### config.mk
export PLATFORM = sky130hd
export DESIGN_NAME = doorbell_writer
export DESIGN_NICKNAME = d
export VERILOG_FILES = /design/src/rtl/doorbell_writer.sv
export SDC_FILE = /design/constraint.sdc
export NUM_CORES = 1
export LEC_CHECK = 0
export CAP_MARGIN = 20
export CORE_MARGIN = 10
export CORE_UTILIZATION = 32
export CTS_CLUSTER_DIAMETER = 200
export DETAILED_ROUTE_END_ITERATION = 7
export PLACE_DENSITY = 0.81
export SETUP_SLACK_MARGIN = 0.3
export SYNTH_ARGS = -nofsm -noshare
export SYNTH_HDL_FRONTEND = slang
export SYNTH_SLANG_ARGS = --single-unit
export TNS_END_PERCENT = 50
### constraint.sdc
create_clock -name user_clk -period 3.1 [get_ports user_clk]
set_input_delay 0.93 -clock user_clk [delete_from_list [all_inputs] [get_ports user_clk]]
set_output_delay 0.93 -clock user_clk [all_outputs]
set_load 0.02 [all_outputs]
### src/rtl/doorbell_writer.sv
// NVMe SQ0-tail / CQ0-head doorbell writer: turns one-cycle requests into 2-beat RQ memory-write TLPs.
// Optional write counter output db_wr_count is built when DOORBELL_WR_CNT_EN is defined.
module doorbell_writer #(
    parameter int          C_DATA_WIDTH        = 128,
    parameter int          AXI4_RQ_TUSER_WIDTH = 62,
    parameter int          KEEP_WIDTH          = C_DATA_WIDTH/32,
    parameter logic [63:0] BAR0_ADDR           = 64'h0000_0000_F000_0000,
    parameter int          DSTRD               = 0
) (
    input  logic                           user_clk,
    input  logic                           user_reset_n,
    input  logic                           user_lnk_up,
    input  logic                           write_sqtdbl,
    input  logic [63:0]                    sqt_addr,
    input  logic                           write_cqhdbl,
    input  logic [63:0]                    cqh_addr,
    output logic                           write_sqtdbl_done,
    output logic                           write_cqhdbl_done,
    output logic [C_DATA_WIDTH-1:0]        s_axis_rq_tdata,
    output logic [KEEP_WIDTH-1:0]          s_axis_rq_tkeep,
    output logic                           s_axis_rq_tlast,
    output logic [AXI4_RQ_TUSER_WIDTH-1:0] s_axis_rq_tuser,
    output logic                           s_axis_rq_tvalid,
    input  logic                           s_axis_rq_tready
`ifdef DOORBELL_WR_CNT_EN
    ,
    output logic [31:0]                    db_wr_count
`endif
);

    typedef enum logic [1:0] {S_IDLE, S_DESC, S_DATA, S_DONE} state_t;

    localparam logic [63:0] SQ_DB_ADDR = BAR0_ADDR + 64'h1000;
    localparam logic [63:0] CQ_DB_ADDR = BAR0_ADDR + 64'h1000 + (64'd4 << DSTRD);

    state_t      r_state;
    state_t      w_state_nxt;
    logic        r_sq_pend;
    logic        r_cq_pend;
    logic [15:0] r_sq_val;
    logic [15:0] r_cq_val;
    logic        r_sel_cq;
    logic [15:0] r_val;
    logic [7:0]  r_tag;
    logic        w_leave_idle;
    logic        w_pick_cq;
    logic        w_desc;
    logic        w_data;
    logic        w_done;
    logic [63:0] w_db_addr;
    logic        w_unused;

    assign w_unused = &{1'b0, sqt_addr[63:16], cqh_addr[63:16]};

    always_comb begin
        w_state_nxt  = r_state;
        w_leave_idle = 1'b0;
        w_pick_cq    = 1'b0;
        case (r_state)
            S_IDLE: begin
                if (r_sq_pend || r_cq_pend) begin
                    w_state_nxt  = S_DESC;
                    w_leave_idle = 1'b1;
                    w_pick_cq    = !r_sq_pend;
                end
            end
            S_DESC: if (s_axis_rq_tready) w_state_nxt = S_DATA;
            S_DATA: if (s_axis_rq_tready) w_state_nxt = S_DONE;
            S_DONE: w_state_nxt = S_IDLE;
            default: w_state_nxt = S_IDLE;
        endcase
        if (!user_lnk_up) begin
            w_state_nxt  = S_IDLE;
            w_leave_idle = 1'b0;
        end
    end

    always_ff @(posedge user_clk or negedge user_reset_n) begin
        if (!user_reset_n) begin
            r_state  <= S_IDLE;
            r_sel_cq <= 1'b0;
        end else begin
            r_state <= w_state_nxt;
            if (w_leave_idle) r_sel_cq <= w_pick_cq;
        end
    end

    // A new pulse wins over the clear on the cycle the FSM leaves IDLE, so no request is lost.
    always_ff @(posedge user_clk or negedge user_reset_n) begin
        if (!user_reset_n) begin
            r_sq_pend <= 1'b0;
            r_cq_pend <= 1'b0;
        end else if (!user_lnk_up) begin
            r_sq_pend <= 1'b0;
            r_cq_pend <= 1'b0;
        end else begin
            if (write_sqtdbl)                   r_sq_pend <= 1'b1;
            else if (w_leave_idle && !w_pick_cq) r_sq_pend <= 1'b0;
            if (write_cqhdbl)                   r_cq_pend <= 1'b1;
            else if (w_leave_idle && w_pick_cq)  r_cq_pend <= 1'b0;
        end
    end

    always_ff @(posedge user_clk) begin
        if (user_lnk_up && write_sqtdbl) r_sq_val <= sqt_addr[15:0];
        if (user_lnk_up && write_cqhdbl) r_cq_val <= cqh_addr[15:0];
        if (w_leave_idle)                r_val    <= w_pick_cq ? r_cq_val : r_sq_val;
    end

    assign w_desc = (r_state == S_DESC) && user_lnk_up;
    assign w_data = (r_state == S_DATA) && user_lnk_up;
    assign w_done = (r_state == S_DONE) && user_lnk_up;

    always_ff @(posedge user_clk or negedge user_reset_n) begin
        if (!user_reset_n) r_tag <= 8'd0;
        else if (w_done)   r_tag <= r_tag + 8'd1;
    end

    assign write_sqtdbl_done = w_done && !r_sel_cq;
    assign write_cqhdbl_done = w_done && r_sel_cq;
    assign w_db_addr         = r_sel_cq ? CQ_DB_ADDR : SQ_DB_ADDR;

    // Beats are decoded from registered state only, so they hold steady under backpressure.
    always_comb begin
        s_axis_rq_tdata  = '0;
        s_axis_rq_tkeep  = '0;
        s_axis_rq_tlast  = 1'b0;
        s_axis_rq_tuser  = '0;
        s_axis_rq_tvalid = 1'b0;
        if (w_desc) begin
            s_axis_rq_tvalid        = 1'b1;
            s_axis_rq_tkeep         = '1;
            s_axis_rq_tdata[63:2]   = w_db_addr[63:2];
            s_axis_rq_tdata[74:64]  = 11'd1;
            s_axis_rq_tdata[78:75]  = 4'b0001;
            s_axis_rq_tdata[103:96] = r_tag;
            s_axis_rq_tuser[3:0]    = 4'hF;
        end else if (w_data) begin
            s_axis_rq_tvalid      = 1'b1;
            s_axis_rq_tlast       = 1'b1;
            s_axis_rq_tkeep       = KEEP_WIDTH'(1);
            s_axis_rq_tdata[31:0] = {16'h0, r_val};
            s_axis_rq_tuser[3:0]  = 4'hF;
        end
    end

`ifdef DOORBELL_WR_CNT_EN
    logic [31:0] r_wr_count;

    always_ff @(posedge user_clk or negedge user_reset_n) begin
        if (!user_reset_n)                         r_wr_count <= 32'd0;
        else if (w_done && (r_wr_count != '1))     r_wr_count <= r_wr_count + 32'd1;
    end

    assign db_wr_count = r_wr_count;
`endif

endmodule

Yosys cells after proc, flatten, opt, wreduce, memory -nomap -nowiden
Index checks and enable logic that the tools add are counted.
{"block": "classes", "add_sub_neg": 1, "eq_ne": 8, "mux": 30, "n_reduce_logical": 15}
{"operator": "2-to-1 mux 44 bit", "count": 1}
{"operator": "2-to-1 mux 16 bit", "count": 2}
{"operator": "2-to-1 mux 30 bit", "count": 1}
{"operator": "2-to-1 mux 1 bit", "count": 15}
{"operator": "2-to-1 mux 4 bit", "count": 3}
{"operator": "2-to-1 mux 2 bit", "count": 5}
{"operator": "logical AND 1 bit", "count": 9}
{"operator": "inequality test 3 bit, second input constant", "count": 3}
{"operator": "adder 8 x 1 -> 8 bit, second input constant", "count": 1}
{"operator": "2-to-1 mux 8 bit", "count": 1}
{"operator": "one-hot mux 2 bit (4 select lines)", "count": 1}
{"operator": "inequality test 3 x 1 -> 1 bit, second input constant", "count": 2}
{"operator": "== test 2 bit, second input constant", "count": 2}
{"operator": "zero test 1 bit", "count": 3}
{"operator": "2-to-1 mux 3 bit", "count": 1}
{"operator": "AND reduction 3 bit", "count": 1}
{"operator": "== test 2 x 1 -> 1 bit, second input constant", "count": 1}
{"operator": "zero test 2 bit", "count": 1}
{"operator": "logical OR 1 bit", "count": 1}
{"block": "word_totals", "regBits": 61, "out_inout_bits": 198, "word_cells": 62}

Depth between registers and ports, before layout
Gate-level depths: netlist of run 1.
{"block": "depth", "depth_word": 8, "mapped_depth": 6, "mapped_depth_nobuf": 5}

Worst setup path after synthesis of run 1
OpenSTA, ideal clock, no wires.
{"block": "synth_path", "path_type": "input -> register", "from": "input user_lnk_up", "to": "register r_val[0] (enable)", "t_arrival_ps": 2333, "required_ps": 2688, "path_slack_ps": 355, "cell_stages": 3, "n_path_buf": 1, "path_cell_list": "buf_4 > inv_2 > nor3_1"}
{"block": "synth_between", "elab_chain_cells": 1}
{"element": "start, declared", "line": "12", "text": "input logic user_lnk_up,"}
{"element": "2-to-1 mux 1 bit", "line": "72", "text": "if (!user_lnk_up) begin"}
{"element": "end signal, assigned", "line": "107", "text": "if (w_leave_idle) r_val <= w_pick_cq ? r_cq_val : r_sq_val;"}
{"element": "end, declared", "line": "43", "text": "logic [15:0] r_val;"}
No other way between the ends.
A chain may end at the register's enable or synchronous reset.

Worst setup path after layout of run 1
{"block": "layout_path", "from": "register r_state[1]", "to": "output s_axis_rq_tdata[5]"}
{"block": "layout_between", "elab_chain_cells": 4, "word_cells_on_any_way": 6, "classes_between": "eq/ne (2); mux (2); reduce/logical (2)"}
{"element": "start, declared", "line": "36", "text": "state_t r_state;"}
{"element": "start signal, assigned", "line": "83", "text": "r_state <= w_state_nxt;"}
{"element": "== test 2 bit", "line": "111", "text": "assign w_data = (r_state == S_DATA) && user_lnk_up;"}
{"element": "logical AND 1 bit", "line": "111"}
{"element": "2-to-1 mux 16 bit", "line": "138", "text": "end else if (w_data) begin"}
{"element": "2-to-1 mux 30 bit *", "line": "130", "text": "if (w_desc) begin"}
{"element": "end, declared", "line": "19", "text": "output logic [C_DATA_WIDTH-1:0] s_axis_rq_tdata,"}
Every way passes the cells marked *; elsewhere a longest branch is shown, timed or not.

==> impl_metrics.yaml, run 1 <==
timing:
  final.setup.tns_ps: 0
  finalHoldViolations: 0
  maxSlewHeadroom: 0.587
  setup_ws_ps: 399
  finalMaxSlewViolations: 0
  period_share: 0.871
  finalSetupViolCount: 0
  fmax_mhz: 370
  rsz0062_at_grt: "yes"
  holdWs_ps: 472
  worst_clock_skew_ps: 4.93
  max_slew.worst_pin.slew_ps: 618
  min_period_ps: 2700
drt:
  ant_nets: 0
  firstDrtPassIters: 3
  drt_iter0_markers: 52
  avgViaCountPerCell: 3.56
  vias: 1998
  drcViolationCount: 0
  routedWlPerCell_um: 14.5
  routed_wirelength_mm: 8.13
floorplan:
  row_count: 39
  io-pin-count: 332
  die_area_um2: 16700
  dieHeight_um: 129
  die_x_um: 129
  core-area_um2: 11600
  initial_utilization: 0.330
cells_and_area:
  drive_gt1_frac: 0.225
  multi_input_area_um2: 1320
  post-route-cell-area_um2: 4320
  diodes: 0
  fin_util: 0.374
  mostFrequentLayoutCells: "conb_1, edfxtp_1, clkdlybuf4s50_1"
  nets: 553
  area_delta_synth_final_pct: 13.2
  fillCellCount: 1089
  regArea_um2: 1770
  final_common_cell: "conb_1"
grt:
  met3_usage: 0.0396
  grt_pass1_vias: 2041
  grt_use_met1: 0.0666
  busiest_layer: "met2"
  overflow: 0
  grt_max_degree: 18
  antenna_found_initial: 0
  grt_pass1_wl_mm: 11.0
  grt_use_met2: 0.168
  track_usage: 0.0843
cts:
  cts_tree: "built"
  clock_path_buffers: 2
  htreeDepth: 3
  post_cts_buffers: 0
  cts_buffers: 9
  clk_latency_ps: 320
  cts_root_buf: "clkbuf_16"
  clkSinkCount: 61
  clk_pin_slew_ps: 50
worst_setup_path:
  path_common_cell: "buf_6"
  cpMaxStageDelayCell: "dfrtp_1"
  cp_cell_sequence: "inv_1 > ha_1 > nor2_4 > buf_6 > buf_4 > and2_1 > buf_6"
  critical_path.max_fanout: 8
  path_delay_family: "buffers and inverters"
  required_ps: 2170
  critPathArrivalTime_ps: 1770
  slowest_delay_ps: 410
  path_class: "reg -> out"
  end_kind: "output pin"
  startpoint_type: "register"
  crit_buf_inv: 4
logic_synthesis:
  synth_area_um2: 3820
  synth_warnings: 0
  synth.distinct_cells: 29
  yosysSeqAreaShare: 0.463
  synth_edf_count: 48
  synthCells: 330
  postSynth.asyncResetShare: 0.213
  syn_avg_cell_area_um2: 11.6
  yosys_register_bits: 61
  synthFlopType: "edfxtp_1"
placed_design:
  hpwl_mm: 6.76
  port_buffers: 79
  dpl_cell_area_um2: 4150
  place_ws_ps: -428
  finalWeightedCongestion: 0.789
job:
  maxCapViolations: 0
status:
  status: "complete, no violations"
power_and_ir_drop:
  power_density_nw_per_um2: 689
  leakagePower_nw: 2.08
  ir_worst_vdd_v: 0.000588
worst_hold_path:
  hp-class: "reg -> reg"
==> sequential cells by signal, summed over array words and instances (netlist names) <==
register and cells:
r_cq_pend 1, r_cq_val 16, r_sel_cq 1, r_sq_pend 1, r_sq_val 16, r_state 2
r_tag 8, r_val 16
==> cell families (layout without fill, tap and decap cells) <==
group | Yosys count | count (layout) | synth area share
AOI/OAI and AO/OA | 8 | 8 | 0.0148
adders and majority gates | 6 | 6 | 0.0197
buffers and inverters | 181 | 114 | 0.348
xor gates and xnor gates | 7 | 7 | 0.0161
muxes | 19 | 19 | 0.0642
other | 1 | 156 | 0.000982
DFF | 61 | 61 | 0.463
and+or+nand+nor | 47 | 47 | 0.0731
==> cells in the mapped netlist (2+ instances only) <==
master / number / share of area
mux2_2: 8 / 0.024
mux2i_1: 2 / 0.0052
ha_1: 6 / 0.020
edfxtp_1: 48 / 0.38
o21ai_0: 2 / 0.0026
nor2_1: 7 / 0.0069
inv_1: 5 / 0.0049
and3_1: 10 / 0.016
nand2_1: 4 / 0.0039
a21oi_1: 3 / 0.0039
xnor2_1: 7 / 0.016
dfrtp_1: 13 / 0.085
nand4_1: 3 / 0.0049
and2_1: 17 / 0.028
nand3_1: 2 / 0.0026
buf_4: 171 / 0.34
mux2_4: 9 / 0.035
clkbuf_1: 2 / 0.0020
==> metal layers <==
layer  part of all wire  wire (um)
met1               0.29       2340
met2               0.55       4450
met3               0.15       1200
met4              0.018        147
met5                  0          0
==> cell type report <==
cell class,instances,area share
inverters,6,0.00521
flip-flops and latches,61,0.409
repair buffers,92,0.170
well taps,143,0.0414
clock buffers,9,0.0521
clock inverters,7,0.0174
multi-input cells,243,0.305
==> path summary, 6_finish.rpt <==
path / cells past startpoint / end / slack (ps) / from
max in group asynchronous: 1 / r_state[1] / 1700 / user_reset_n
worst max register to register: 4 / r_val[6] / 1360 / r_state[1]
worst min register to register: 1 / r_tag[7] / 470 / r_tag[7]
min in group asynchronous: 1 / r_tag[6] / 1000 / user_reset_n
worst min-delay path: 1 / r_tag[7] / 470 / r_tag[7]
worst max-delay path: 7 / s_axis_rq_tdata[5] / 400 / r_state[1]
==> repair_timing <==
item                                   in CTS  in global routing
setup endpoints to repair                  42                 11
gates cloned                                1                  0
pin swaps                                   1                  0
resized for setup                         163                  3
endpoints found under the hold margin       0                  0
hold buffers                                0                  0
==> power by group <==
part           internal [W]  switching [W]  total [W]
clock network      0.000623       0.000352   0.000975
registers           0.00100      0.0000609    0.00107
logic              0.000320       0.000617   0.000937
total               0.00195        0.00103    0.00298
==> through the flow <==
step                power [W]  std cells
CTS                   0.00301        561
global placement      0.00205        544
floorplan             0.00192        485
finish                0.00298        561
detailed placement    0.00210        544
global route          0.00312        561
Power figures use the tool's default switching activity.
==> inputs of run 2 (changes only) <==
==> constraint.sdc (replaced) <==
create_clock -name user_clk -period 3.1 [get_ports user_clk]
set_input_delay 0.31 -clock user_clk [delete_from_list [all_inputs] [get_ports user_clk]]
set_output_delay 0.31 -clock user_clk [all_outputs]
set_load 0.02 [all_outputs]
==> impl_metrics.yaml, run 2 (synthesis gave the netlist of run 1 again) <==
cells_and_area:
  reg.largest.list: "r_cq_val: 16 flops, r_sq_val: 16 flops, r_val: 16 flops"
  area_delta_synth_final_pct: 14.9
  post-route-cell-area_um2: 4390
  nets: 543
  fin_util: 0.379
  drive_gt1_frac: 0.103
  multi_input_area_um2: 1310
  fillCellCount: 1065
  regArea_um2: 1770
  diodes: 0
  final_common_cell: "conb_1"
  mostFrequentLayoutCells: "conb_1, clkdlybuf4s50_1, edfxtp_1"
grt:
  grt_use_met1: 0.0762
  met3_usage: 0.0314
  busiest_layer: "met2"
  grt_pass1_wl_mm: 11.0
  antenna_found_initial: 0
  grt_use_met2: 0.159
  overflow: 0
  grt_max_degree: 18
  track_usage: 0.0822
  grt_pass1_vias: 1982
timing:
  final.setup.tns_ps: 0
  finalHoldViolations: 0
  rsz0062_at_grt: "no"
  period_share: 0.854
  maxSlewHeadroom: 0.474
  min_period_ps: 2650
  worst_clock_skew_ps: 5.69
  finalSetupViolCount: 0
  fmax_mhz: 378
  finalMaxSlewViolations: 0
  max_slew.worst_pin.slew_ps: 788
cts:
  htreeDepth: 3
  clk_latency_ps: 320
  clock_path_buffers: 2
  cts_root_buf: "clkbuf_16"
  post_cts_buffers: 0
  clkSinkCount: 61
  cts_tree: "built"
  clk_pin_slew_ps: 60
  cts_resized: 0
  cts_buffers: 9
  cts_hold_buf: 0
floorplan:
  die_x_um: 129
  dieHeight_um: 129
  io-pin-count: 332
  initial_utilization: 0.330
  row_count: 39
  core-area_um2: 11600
  die_area_um2: 16700
drt:
  routed_wirelength_mm: 7.81
  routedWlPerCell_um: 14.2
  vias: 1996
  drt_iter0_markers: 114
  firstDrtPassIters: 5
  drcViolationCount: 0
  ant_nets: 0
  avgViaCountPerCell: 3.62
worst_setup_path:
  path_class: "reg -> out"
  critical_path.max_fanout: 12
  startpoint_type: "register"
  required_ps: 2790
  critPathArrivalTime_ps: 2340
  end_kind: "output pin"
placed_design:
  hpwl_mm: 6.48
  port_buffers: 79
  finalWeightedCongestion: 0.772
  dpl_cell_area_um2: 4090
power_and_ir_drop:
  switching_share: 0.335
  power_density_nw_per_um2: 688
  power_frac_clock: 0.322
  leakagePower_nw: 1.97
  internal_power_w: 0.00201
  p_comb_frac: 0.325
  switchingPower_w: 0.00101
  ir_worst_vdd_v: 0.000446
  p_seq_frac: 0.353
worst_hold_path:
  hp-class: "in -> async"
job:
  maxCapViolations: 0
status:
  status: "complete, no violations"
run 2: cell count changes in the layout (fill, tap and decap cells not counted), moves of 2 or more:
| cell | before | now |
|---|---|---|
| buf_2 | 34 | 0 |
| clkinvlp_4 | 3 | 0 |
| clkdlybuf4s50_1 | 36 | 78 |
| dlygate4sd2_1 | 3 | 0 |
| buf_4 | 10 | 4 |
| buf_6 | 4 | 0 |
| clkinv_4 | 1 | 3 |
| clkdlybuf4s15_2 | 5 | 0 |
run 2: power by group through the flow:
| stage | logic (W) | clock network, W | registers [W] |
|---|---|---|---|
| 6_report | 0.000982 | 0.000974 | 0.00107 |
| 3_5_place_dp | 0.000976 | 0 | 0.00108 |
| 2_1_floorplan | 0.000859 | 0 | 0.00106 |
| 4_1_cts | 0.000984 | 0.000991 | 0.00107 |
| 5_1_grt | 0.00105 | 0.00103 | 0.00108 |
| 3_3_place_gp | 0.000947 | 0 | 0.00107 |
run 2: final cells by class:
| class | instances | share of cell area |
|---|---|---|
| inverters | 6 | 0.00513 |
| repair buffers | 82 | 0.185 |
| flip-flops and latches | 61 | 0.403 |
| clock inverters | 7 | 0.0171 |
| clock buffers | 9 | 0.0513 |
| well taps | 143 | 0.0408 |
| multi-input cells | 243 | 0.298 |
run 2: per-layer routing:
| metal | up-vias | wire length (um) |
|---|---|---|
| met5 | - | 0 |
| met4 | 0 | 108 |
| met3 | 9 | 1050 |
| met2 | 138 | 4110 |
| met1 | 939 | 2550 |
| li1 | 910 | - |
run 2: worst max-delay path: stages (launching register included):
cell and delay (ps):
dfrtp_1 400, inv_1 130, ha_1 370, and2_2 320, a22o_1 170, clkdlybuf4s50_1 620
run 2: final timing paths:
| check | end | start | cells past startpoint | slack (ps) |
|---|---|---|---|---|
| min in group user_clk | r_tag[7] | r_tag[7] | 1 | 470 |
| hold / removal | r_sq_pend | user_reset_n | 1 | 360 |
| max in group asynchronous | r_tag[2] | user_reset_n | 1 | 2360 |
| setup / recovery | s_axis_rq_tdata[2] | r_state[1] | 5 | 450 |
| hold reg to reg | r_tag[7] | r_tag[7] | 1 | 470 |
| setup reg to reg | r_val[10] | r_state[0] | 4 | 1320 |
run 2: stage by stage:
stage          setup WS, ps  power (W)  hold WS, ps  instances
3_3_place_gp            619    0.00202          457        535
5_1_grt                 354    0.00316          413        551
6_report                453    0.00302          358        551
3_5_place_dp            607    0.00206          463        535
4_1_cts                 306    0.00304          374        551
2_1_floorplan           669    0.00192         14.4        485
